### src/rtl/mycpu_pkg.sv
`default_nettype none
// ============================================================================
// Module      : mycpu_pkg
// Description : Shared CPU definitions. Holds the datapath widths, the PC-select
//               encoding used by both the control unit and pc_ir, and a
//               helper that extracts the sign-extended branch offset from an
//               instruction word.
// Revision    : 1.0 - initial release
// ============================================================================
package mycpu_pkg;

  localparam int PC_W   = 16;
  localparam int IR_W   = 16;
  localparam int ICNT_W = 32;

  // PC next-state select driven by the control unit.
  typedef enum logic [1:0] {
    PS_HOLD   = 2'b00,
    PS_INC    = 2'b01,
    PS_BRANCH = 2'b10,
    PS_JUMP   = 2'b11
  } pc_sel_t;

  // Branch offset is the 6-bit two's-complement field {ir[8:6], ir[2:0]},
  // sign-extended to PC width (range -32..+31).
  function automatic logic [PC_W-1:0] branch_offset(input logic [IR_W-1:0] ir);
    return {{(PC_W-6){ir[8]}}, ir[8:6], ir[2:0]};
  endfunction

endpackage : mycpu_pkg
`default_nettype wire

### src/rtl/pc_ir.sv
`default_nettype none
// ============================================================================
// Module      : pc_ir
// Description : Program counter, instruction register and fetch counter.
//               PC update, IR load and fetch counting are independent and
//               each takes effect on the next rising clock edge. All outputs
//               come straight from registers.
// Ports       : clk            - clock, rising edge active
//               rst_n          - asynchronous active-low reset
//               ps_in          - PC select (hold / increment / branch / jump)
//               il_in          - instruction load enable
//               imem_data_in   - instruction word at pc_out
//               a_in           - A-bus value, jump target
//               icount_clr_in  - synchronous fetch-counter clear
//               pc_out         - current PC / instruction memory address
//               ir_out         - instruction register
//               ir_valid_out   - an instruction has been loaded since reset
//               icount_out     - fetch count since reset or clear
// Revision    : 1.0 - initial release
// ============================================================================
module pc_ir
  import mycpu_pkg::*;
#(
  parameter logic [PC_W-1:0] RESET_PC = 16'h0000
) (
  input  logic              clk,
  input  logic              rst_n,
  input  logic [1:0]        ps_in,
  input  logic              il_in,
  input  logic [IR_W-1:0]   imem_data_in,
  input  logic [PC_W-1:0]   a_in,
  input  logic              icount_clr_in,
  output logic [PC_W-1:0]   pc_out,
  output logic [IR_W-1:0]   ir_out,
  output logic              ir_valid_out,
  output logic [ICNT_W-1:0] icount_out
);

  pc_sel_t           w_sel;
  logic [PC_W-1:0]   r_pc;
  logic [IR_W-1:0]   r_ir;
  logic              r_ir_valid;
  logic [ICNT_W-1:0] r_icount;

  assign w_sel = pc_sel_t'(ps_in);

  always_ff @(posedge clk or negedge rst_n) begin
    if (!rst_n) begin
      r_pc       <= RESET_PC;
      r_ir       <= '0;
      r_ir_valid <= 1'b0;
      r_icount   <= '0;
    end else begin
      // Branch offset comes from the IR currently held, so a simultaneous
      // instruction load does not affect the branch target this edge.
      unique case (w_sel)
        PS_HOLD:   r_pc <= r_pc;
        PS_INC:    r_pc <= r_pc + 1'b1;
        PS_BRANCH: r_pc <= r_pc + branch_offset(r_ir);
        PS_JUMP:   r_pc <= a_in;
        default:   r_pc <= r_pc;
      endcase

      if (il_in) begin
        r_ir       <= imem_data_in;
        r_ir_valid <= 1'b1;
      end

      // Clear wins over a simultaneous fetch; the counter wraps freely.
      if (icount_clr_in) begin
        r_icount <= '0;
      end else if (il_in) begin
        r_icount <= r_icount + 1'b1;
      end
    end
  end

  assign pc_out       = r_pc;
  assign ir_out       = r_ir;
  assign ir_valid_out = r_ir_valid;
  assign icount_out   = r_icount;

endmodule : pc_ir
`default_nettype wire

### config.mk
export PLATFORM = sky130hd
export DESIGN_NAME = pc_ir
export DESIGN_NICKNAME = d
export VERILOG_FILES = /design/src/rtl/mycpu_pkg.sv /design/src/rtl/pc_ir.sv
export SDC_FILE = /design/constraint.sdc
export NUM_CORES = 1
export LEC_CHECK = 0
export CAP_MARGIN = 0
export CORE_MARGIN = 4
export CORE_UTILIZATION = 25
export CTS_CLUSTER_DIAMETER = 40
export DETAILED_ROUTE_END_ITERATION = 10
export DONT_BUFFER_PORTS = 1
export GPL_TIMING_DRIVEN = 1
export PLACE_DENSITY = 0.47
export SYNTH_ARGS = -nofsm -noshare
export SYNTH_HDL_FRONTEND = slang
export SYNTH_SLANG_ARGS = --single-unit
### constraint.sdc
create_clock -name clk -period 6.55 [get_ports clk]
set_input_delay 1.31 -clock clk [delete_from_list [all_inputs] [get_ports clk]]
set_output_delay 1.31 -clock clk [all_outputs]
set_load 0.01 [all_outputs]
==> results by group, run 1 <==
STA
  – Worst-margin pin slew: between 1000 and 1500 ps
  – Final worst clock skew: 9.80 ps
  – Fin. max-slew vios: 0
  – Final hold vios: 0
  – RSZ-0062 raised after global routing: false
  – TNS Setup: 0 ps
  – Fmax: ~250 MHz
  – Final Critical Period: approximately 4000 ps
  – Endpoints failing setup: 0
  – Final Cycle Share: 61.8%
  – Relative slew slack: 19.9%
  – Setup ws final: 2500 ps

Global routing
  – Vias in the first global route: around 3100
  – Wire length of the first global-routing pass: 17.4 mm
  – GR Overflow Total: 0
  – Initial antenna violation count: 0
  – GRT Util Overall: approximately an eighth
  – Largest net degree at the start of global routing: 66

Job
  – Max-Cap Viols: 0

Synthesis
  – Yosys warnings: 0
  – Cell count after synthesis: 407
  – Mapped Area: between 0.003 and 0.004 sq mm
  – Most frequent cell after synthesis: dfrtp_1
  – Yosys top cell area share: 42.6%
  – Synth Flop Type: dfrtp_1
  – Async SR Flop Fraction: 100%
  – Synth cell types: between 50 and 60
  – Cell accounting for the most synthesized area: dfrtp_1
  – Syn nets: 452
  – Most area-consuming cells after synthesis: dfrtp_1 (43%), nor2_1 (4.6%), mux2_2 (4.4%), xor2_1 (4.4%), xnor2_1 (3.2%)
  – Syn avg cell area: 9.38 sq um
  – Post-synthesis sequential area ratio: a little over two fifths
  – EDFF count, synth: 0
  – Post-synth top cells: dfrtp_1 (65), nor2_1 (47), nand2_1 (26)
  – Flops & latches, synth: 65

Power
  – Seq pwr share: ~45%
  – Worst IR drop on VDD: between 0.1 and 0.15 mV
  – Lkg Pwr: ~1.7 nW
  – Clock group share of total power: between 40% and 50%
  – Psw: around 0.34 mW
  – Pwr Density: 270 mW/mm^2
  – Comb power frac: ~14%
  – Sw frac: approximately 30%
  – Cell-internal power: 0.797 mW

Critical path
  – Worst reg2reg path depth: 9
  – Crit path depth: 10
  – CP Capture Point: pc_out[8]
  – Crit path launch type: input port
  – Critical path, cell by cell: inv_1 -> or3_1 -> ha_1 -> fa_1 -> a211oi_1 -> o21ai_2 -> a31oi_1 -> nor3_1 -> o311ai_0 -> o311ai_0
  – Worst EP required: about 6700 ps
  – Worst reg2reg path startpoint: ir_out[0]
  – Critical Path Start: ps_in[1]
  – Worst-path fanout max: 32
  – Setup CP Type: input port to register
  – Worst path top cell family by delay: compound AO/OA/AOI/OAI gates
  – Setup slack, reg-to-reg: 3410 ps
  – RR Endpoint: pc_out[8]
  – CP bufs+invs: 1
  – Crit. End Element: register
  – CP arrival: between 4000 and 5000 ps
  – Most common cell on crit path: o311ai_0
  – Worst path slowest cell: or3_1
  – Crit path largest cell delay: around 450 ps

Outcome
  – Status: finished clean

Placement
  – Detailed placement HPWL: ~7.3 mm
  – Number of port buffers: 0
  – Routability congestion estimate: 0.810
  – Worst slack, placed: 2170 ps

Floorplanning
  – Die Y: ~130 microns
  – Core Region: around 0.015 sq mm
  – IO Pins: between 100 and 150
  – Row cnt: 44
  – Die Area: around 0.017 sq mm
  – Die X: around 130 microns
  – Initial Utilization: between 20% and 30%

CTS
  – CTS root buf: clkbuf_16
  – CTS tree: built
  – CTS Buf Count: 9
  – Post-CTS Resized: 0
  – Clk Latency, worst-skew pair: about 350 ps
  – Total setup buffers inserted after CTS: 0
  – Hold_buf cts: 0
  – CTS sink cnt: 65
  – CTS clk-pin slew, worst paths: around 50 ps
  – Clock tree buffer depth: 2
  – CTS H-tree lvls: 3

Finish
  – P&R area growth vs syn: 10.7%
  – N_diodes: 0
  – Final nets: 439
  – Fraction of layout cells with a size suffix above 1: 9.85%
  – Final core utilization: roughly 29%

Routing
  – WL/cell: about 18 microns
  – DRT Pass-1 Iters: 4
  – Vias per cell: 5.17
  – Via count: 2998
  – Drt drc: 0
  – Routed WL: approximately 10 mm
  – Post-route ant nets: 0
  – DR iter-0 viols: between 100 and 150

Min path
  – Worst min path class: register to register
-- flip-flops by register name, indices dropped and copies added, names as in the netlist --
signal and count:
icount_out 32, pc_out 16, ir_out 16, ir_valid_out 1
-- through the flow --
| step | std cells | hold slack (ps) | power (mW) | area [sq um] |
|---|---|---|---|---|
| 6_report | 580 | 559 | 1.14 | 4220 |
| 5_1_grt | 580 | 578 | 1.20 | 4220 |
| 4_1_cts | 580 | 571 | 1.16 | 4220 |
| 3_5_place_dp | 567 | 557 | 0.679 | 3950 |
| 3_3_place_gp | 567 | 540 | 0.676 | 3950 |
| 2_1_floorplan | 407 | 510 | 0.648 | 3820 |
-- worst reg2reg max path, cell delays in order (launching register included) --
cell      delay [ps]
dfrtp_1          420
or3_1            330
ha_1             230
fa_1             440
a211oi_1         440
o21ai_2          200
a31oi_1          330
nor3_1           100
o311ai_0         340
o311ai_0         190
-- area by class of cell --
class,instances,area (sq um)
flip-flops and latches,65,1630
clock inverters,4,47.5
repair buffers,1,7.51
fillers,1561,10500
clock buffers,9,225
inverters,11,41.3
multi-input cells,306,2040
well taps,184,230
-- power groups by stage --
stage	registers, mW	logic [mW]	clock network (mW)
after CTS	0.510	0.163	0.487
after floorplan	0.482	0.166	0
after global placement	0.516	0.160	0
after detailed placement	0.517	0.162	0
final	0.509	0.162	0.468
after global routing	0.516	0.184	0.503
-- layer usage --
metal / global-route usage, % / vias to the layer above / share of wire, %
met4: 4.90 / 0 / 1.1
met2: 19.9 / 98 / 47
met3: 5.39 / 10 / 8.5
li1: - / 1437 / -
met1: 15.2 / 1453 / 43
met5: 0 / - / 0
-- worst min path at each step --
| stage | from | endpoint | slack [ps] | depth (start not counted) |
|---|---|---|---|---|
| floorplan | ir_valid_out | ir_valid_out | 510 | 1 |
| detailed placement | ir_valid_out | ir_valid_out | 560 | 1 |
| global route | ir_valid_out | ir_valid_out | 580 | 1 |
| finish | ir_valid_out | ir_valid_out | 560 | 1 |
| CTS | ir_valid_out | ir_valid_out | 570 | 1 |
| global placement | ir_valid_out | ir_valid_out | 540 | 1 |
-- cells by family (layout without fill, tap and decap cells) --
kind of cell | Yosys count | count (layout) | synth area share (%)
xor gates and xnor gates | 33 | 33 | 7.57
and+or+nand+nor | 167 | 167 | 22.9
DFF | 65 | 65 | 42.6
adders and majority gates | 10 | 10 | 3.31
AOI/OAI and AO/OA | 71 | 71 | 12.8
muxes | 25 | 25 | 7.05
buffers and inverters | 36 | 25 | 3.80
-- cells in the final DEF, fill, tap and decap left out, drive strengths merged, types with 5 or more instances in the layout --
cell,count
nor3,16
nor2b,5
or3,7
nor2,48
dfrtp,65
xnor2,14
mux2,15
nand4,13
a21oi,16
inv,10
o21ai,11
xor2,19
a211oi,7
ha,6
nand2,26
clkbuf,9
and4,6
nand3,16
and3,15
mux2i,10
Power figures use the tool's default switching activity.
==> run 2, diff against run 1 <==
--- a/config.mk
+++ b/config.mk
@@ -12,7 +12,7 @@
 export DETAILED_ROUTE_END_ITERATION = 10
 export DONT_BUFFER_PORTS = 1
 export GPL_TIMING_DRIVEN = 1
-export PLACE_DENSITY = 0.47
+export PLACE_DENSITY = 0.49
 export SYNTH_ARGS = -nofsm -noshare
 export SYNTH_HDL_FRONTEND = slang
 export SYNTH_SLANG_ARGS = --single-unit
==> constraint.sdc (replaced) <==
create_clock -name clk -period 3.62 [get_ports clk]
set_input_delay 0.724 -clock clk [delete_from_list [all_inputs] [get_ports clk]]
set_output_delay 0.724 -clock clk [all_outputs]
set_load 0.01 [all_outputs]
==> run 2 against run 1 <==
Effect of this change:
- sequential share of layout area is 0.53 points lower
- via count is 2.2% higher
- non-clock buffer count rose by 4
- utilization rose by 0.40 points
- critical path depth unchanged
==> results by group, run 2 (synthesis gave the netlist of run 1 again) <==
Outcome
  – Status: finished clean

Routing
  – Via count: roughly 3100
  – Vias per cell: around 5.2
  – Drt drc: 0
  – DRT Pass-1 Iters: 4
  – WL/cell: around 18 microns
  – Post-route ant nets: 0
  – DR iter-0 viols: between 150 and 200
  – Routed WL: approximately 10 mm

Critical path
  – Critical path, cell by cell: inv_1 -> or3_1 -> ha_1 -> fa_1 -> a211oi_2 -> o21ai_2 -> a31oi_2 -> nor3_1 -> o311ai_0 -> o311ai_0
  – Crit path launch type: input port
  – Worst EP required: between 3000 and 4000 ps
  – Worst-path fanout max: 32
  – Worst path slowest cell: fa_1
  – Most common cell on crit path: o311ai_0
  – Crit path largest cell delay: between 400 and 500 ps
  – Setup CP Type: input port to register
  – Crit. End Element: register
  – CP arrival: 3130 ps

Floorplanning
  – Die Area: 0.0173 sq mm
  – Core Region: about 0.015 sq mm
  – Die X: 132 microns
  – Row cnt: 44
  – Die Y: around 130 microns
  – Initial Utilization: between 20 and 30%
  – IO Pins: slightly above 100

STA
  – Fmax: around 340 MHz
  – Final hold vios: 0
  – Worst-margin pin slew: 645 ps
  – RSZ-0062 raised after global routing: false
  – Final worst clock skew: 6.24 ps
  – Fin. max-slew vios: 0
  – Final Critical Period: between 2000 and 3000 ps
  – Final Cycle Share: about 80%
  – Relative slew slack: between 50 and 60%
  – Fin Hold WS: between 80 and 90 ps
  – TNS Setup: 0 ps
  – Endpoints failing setup: 0

Finish
  – Most common cell after layout, fill and taps aside: dfrtp_1
  – Fraction of layout cells with a size suffix above 1: 11.2%
  – P&R area growth vs syn: 12.2%
  – Max reg flops: 32
  – Final nets: between 400 and 500
  – N_diodes: 0
  – Most frequent cells in the layout: dfrtp_1 (65), nor2_1 (47), nand2_1 (26)

CTS
  – CTS tree: built
  – CTS Buf Count: 9
  – Hold_buf cts: 0
  – CTS sink cnt: 65
  – CTS clk-pin slew, worst paths: ~60 ps
  – Clk Latency, worst-skew pair: roughly 330 ps
  – CTS H-tree lvls: 3
  – Clock tree buffer depth: 2
  – Total setup buffers inserted after CTS: 0
  – CTS root buf: clkbuf_16
  – Post-CTS Resized: 0

Placement
  – Detailed placement HPWL: 7.37 mm
  – Number of port buffers: 0
  – Routability congestion estimate: slightly above 0.8

Global routing
  – Initial antenna violation count: 0
  – GRT Util Overall: between 10% and 20%
  – GR Overflow Total: 0
  – Vias in the first global route: about 3100
  – Largest net degree at the start of global routing: 66
  – Wire length of the first global-routing pass: between 15 and 20 mm

Job
  – Max-Cap Viols: 0

Power
  – Lkg Pwr: around 1.7 nW
  – Total Power: approximately 2.1 mW
  – Pwr Density: 487 mW/mm^2
  – Worst IR drop on VDD: 0.201 mV

Min path
  – Worst min path class: input port to async pin
==> run 2: cell types whose count changed in the layout (fill, tap and decap cells not counted) <==
cell	change
buf_4	+4
a31oi_2	+1
clkinvlp_4	-1
a211oi_1	-1
a31oi_1	-1
clkbuf_8	+1
clkbuf_1	+3
a211oi_2	+1
==> run 2: worst paths after layout <==
kind                                     from              to  slack (ps)  cells past startpoint
worst max-delay path                 ps_in[1]       pc_out[8]         680                     10
worst min-delay path                    rst_n       pc_out[0]          80                      0
worst max register to register      ir_out[0]       pc_out[8]         700                      9
worst min register to register   ir_valid_out    ir_valid_out         550                      1
max in group asynchronous               rst_n  icount_out[22]        3420                      0
min in group clk                icount_clr_in  icount_out[31]         450                      1
==> run 2: layer usage <==
layer | share of wire (%) | global-route usage, % | wire [microns] | vias up
met5 | 0 | 0 | 0 | -
met4 | 1.2 | 4.20 | 128 | 0
met3 | 8.7 | 5.54 | 901 | 10
met2 | 48 | 20.3 | 4980 | 92
met1 | 42 | 14.1 | 4400 | 1511
li1 | - | - | - | 1452
==> run 2: report_power, final <==
group          leakage (nW)  switching, mW  internal (mW)
clock                 0.144          0.312          0.550
combinational         0.758          0.161          0.147
sequential            0.823          0.132          0.784
total                  1.72          0.605           1.48
==> run 2: area by class of cell <==
class	count	area, sq um
fillers	1551	10500
multi-input cells	306	2060
flip-flops and latches	65	1630
clock buffers	13	250
well taps	184	230
inverters	11	41.3
clock inverters	3	40.0
repair buffers	5	37.5
==> run 2: worst max-delay path: cells and delay by family <==
kind	cells	cell delay, ps
and+or+nand+nor	2	440
buffers and inverters	1	30
adders and majority gates	2	650
AOI/OAI and AO/OA	5	1280
==> run 2: per-stage QoR <==
| stage | setup slack [ps] | instances | util [%] | cell area, sq um |
|---|---|---|---|---|
| after floorplan | 34.8 | 407 | - | 3830 |
| after global placement | 384 | 571 | 27.1 | 3990 |
| after detailed placement | 325 | 571 | 27.1 | 3990 |
| after CTS | 687 | 587 | 29.0 | 4280 |
| after global routing | 520 | 587 | 29.0 | 4280 |
| final | 676 | 587 | 29.0 | 4280 |
==> run 3, diff against run 2 <==
--- a/config.mk
+++ b/config.mk
@@ -12,7 +12,7 @@
 export DETAILED_ROUTE_END_ITERATION = 10
 export DONT_BUFFER_PORTS = 1
 export GPL_TIMING_DRIVEN = 1
-export PLACE_DENSITY = 0.49
+export PLACE_DENSITY = 0.47
 export SYNTH_ARGS = -nofsm -noshare
 export SYNTH_HDL_FRONTEND = slang
 export SYNTH_SLANG_ARGS = --single-unit
==> constraint.sdc (replaced) <==
create_clock -name clk -period 2.9 [get_ports clk]
set_input_delay 0.58 -clock clk [delete_from_list [all_inputs] [get_ports clk]]
set_output_delay 0.58 -clock clk [all_outputs]
set_load 0.01 [all_outputs]
==> run 3 against run 2 <==
Effect of this change:
- setup slack worse by 450 ps
- critical path type is now register to register
- clock power increased by 26%
- non-clock buffer count rose by 9
- largest cell class unchanged
- register-to-register slack worse by 480 ps
- sequential share of layout area decreased by 0.96 points
- combinational power increased by 46%
- final cell count increased by 1.5%
- total power is 28% higher
- utilization increased by 0.75 points
- via count fell by 0.59%
==> results by group, run 3 (synthesis gave the netlist of run 1 again) <==
Outcome
  – Status: finished clean

CTS
  – CTS clk-pin slew, worst paths: roughly 60 ps
  – CTS Buf Count: 9
  – Total setup buffers inserted after CTS: 0
  – CTS root buf: clkbuf_16
  – CTS H-tree lvls: 3
  – Clk Latency, worst-skew pair: 340 ps
  – CTS tree: built
  – Clock tree buffer depth: 2
  – CTS sink cnt: 65

Placement
  – Number of port buffers: 0
  – Placed insts: around 580
  – Routability congestion estimate: 0.809
  – Detailed placement HPWL: approximately 7.4 mm

Finish
  – Max reg flops: 32
  – Fraction of layout cells with a size suffix above 1: between 15 and 20%
  – Reg area: 0.00163 sq mm
  – Non-filler cells, final: 596
  – P&R area growth vs syn: 15.1%
  – Multi-input combinational cell area: 0.00207 sq mm
  – Most common cell after layout, fill and taps aside: dfrtp_1
  – Layout fillers: about 1600
  – Most frequent cells in the layout: dfrtp_1 (65), nor2_1 (47), nand2_1 (26)
  – N_diodes: 0
  – Final nets: 452

Floorplanning
  – Row cnt: 44
  – Die Y: between 100 and 150 microns
  – Initial Utilization: about a quarter
  – Die X: approximately 130 microns
  – Core Region: 0.0148 sq mm
  – IO Pins: 103
  – Die Area: around 0.017 sq mm

Power
  – Worst IR drop on VDD: approximately 0.24 mV
  – Lkg Pwr: 1.78 nW
  – Clock group share of total power: 40.7%
  – Psw: roughly 0.8 mW
  – Comb power frac: 16.8%
  – Sw frac: around 31%
  – Seq pwr share: a little over two fifths
  – Pwr Density: between 600 and 700 mW/mm^2
  – Cell-internal power: ~1.9 mW

Critical path
  – Worst-path fanout max: 5
  – Worst reg2reg path startpoint: ir_out[0]
  – Setup CP Type: register to register
  – Worst path top cell family by delay: compound AO/OA/AOI/OAI gates
  – Crit path largest cell delay: roughly 390 ps
  – Setup slack, reg-to-reg: 220 ps
  – CP bufs+invs: 0
  – Worst EP required: between 3000 and 4000 ps
  – Crit path depth: 9
  – RR Endpoint: pc_out[14]
  – Worst path slowest cell: dfrtp_1
  – Crit. End Element: register
  – Crit path launch type: register
  – CP arrival: about 2900 ps
  – Critical path, cell by cell: or3_1 -> ha_2 -> fa_2 -> a211oi_2 -> o21a_1 -> mux2i_1 -> nand3_1 -> a221oi_2 -> a311oi_1
  – Worst reg2reg path depth: 9

Global routing
  – Largest net degree at the start of global routing: 66
  – Vias in the first global route: approximately 3100
  – Wire length of the first global-routing pass: approximately 17 mm
  – GR Overflow Total: 0
  – GRT Util Overall: between 10% and 20%
  – Initial antenna violation count: 1

STA
  – TNS Setup: 0 ps
  – Endpoints failing setup: 0
  – Fmax: roughly 370 MHz
  – Final hold vios: 0
  – Relative slew slack: around 52%
  – Final worst clock skew: between 6 and 7 ps
  – Worst-margin pin slew: approximately 710 ps
  – RSZ-0062 raised after global routing: false
  – Final Cycle Share: between 90 and 100%
  – Fin. max-slew vios: 0
  – Final Critical Period: 2680 ps

Routing
  – Drt drc: 0
  – Routed WL: about 10 mm
  – Post-route ant nets: 0
  – Via count: ~3000
  – WL/cell: between 15 and 20 microns
  – Vias per cell: approximately 5.1
  – DRT Pass-1 Iters: 4
  – DR iter-0 viols: ~130

Job
  – Max-Cap Viols: 0

Min path
  – Worst min path class: input port to async pin
## run 3: final cells by class
class                   instances  area share (%)
inverters                      11           0.940
repair buffers                 14            2.85
multi-input cells             306            47.2
flip-flops and latches         65            37.0
clock inverters                 7            1.59
well taps                     184            5.24
clock buffers                   9            5.13
## run 3: metrics by stage
stage	cell area, sq um	setup slack, ps	util [%]	hold slack, ps	total power, mW
final	4390	222	29.8	128	2.68
after global routing	4390	34.0	29.8	136	2.85
after floorplan	3880	-136	-	284	1.49
after CTS	4390	208	29.8	127	2.74
after global placement	4070	20.4	27.6	286	1.58
after detailed placement	4070	-46.1	27.6	286	1.59
## run 3: how the worst max path moves through the flow
| stage | end | start | slack (ps) |
|---|---|---|---|
| after floorplan | pc_out[8] | ps_in[0] | -140 |
| after global placement | pc_out[10] | ps_in[1] | 20 |
| after detailed placement | pc_out[10] | ps_in[1] | -50 |
| after CTS | pc_out[10] | ir_out[0] | 210 |
| after global routing | pc_out[10] | ir_out[0] | 30 |
| final | pc_out[14] | ir_out[0] | 220 |
## run 3: what timing repair did
item / in CTS / in global routing
gates resized for setup: 0 / 0
endpoints found under the hold margin: 65 / 0
hold buffers: 1 / 0
## run 3: power by group through the flow
stage / Clock (mW) / Combinational, mW / Sequential [mW]
floorplan: 0 / 0.395 / 1.09
global placement: 0 / 0.425 / 1.16
detailed placement: 0 / 0.430 / 1.16
CTS: 1.14 / 0.457 / 1.14
global route: 1.18 / 0.513 / 1.16
finish: 1.09 / 0.451 / 1.14
## run 3: metal layers
metal,GRT usage [%],wire length (microns),up-vias
li1,-,-,1468
met2,19.9,4890,96
met1,14.7,4390,1466
met3,5.39,878,15
met4,4.78,167,2
met5,0,7,-
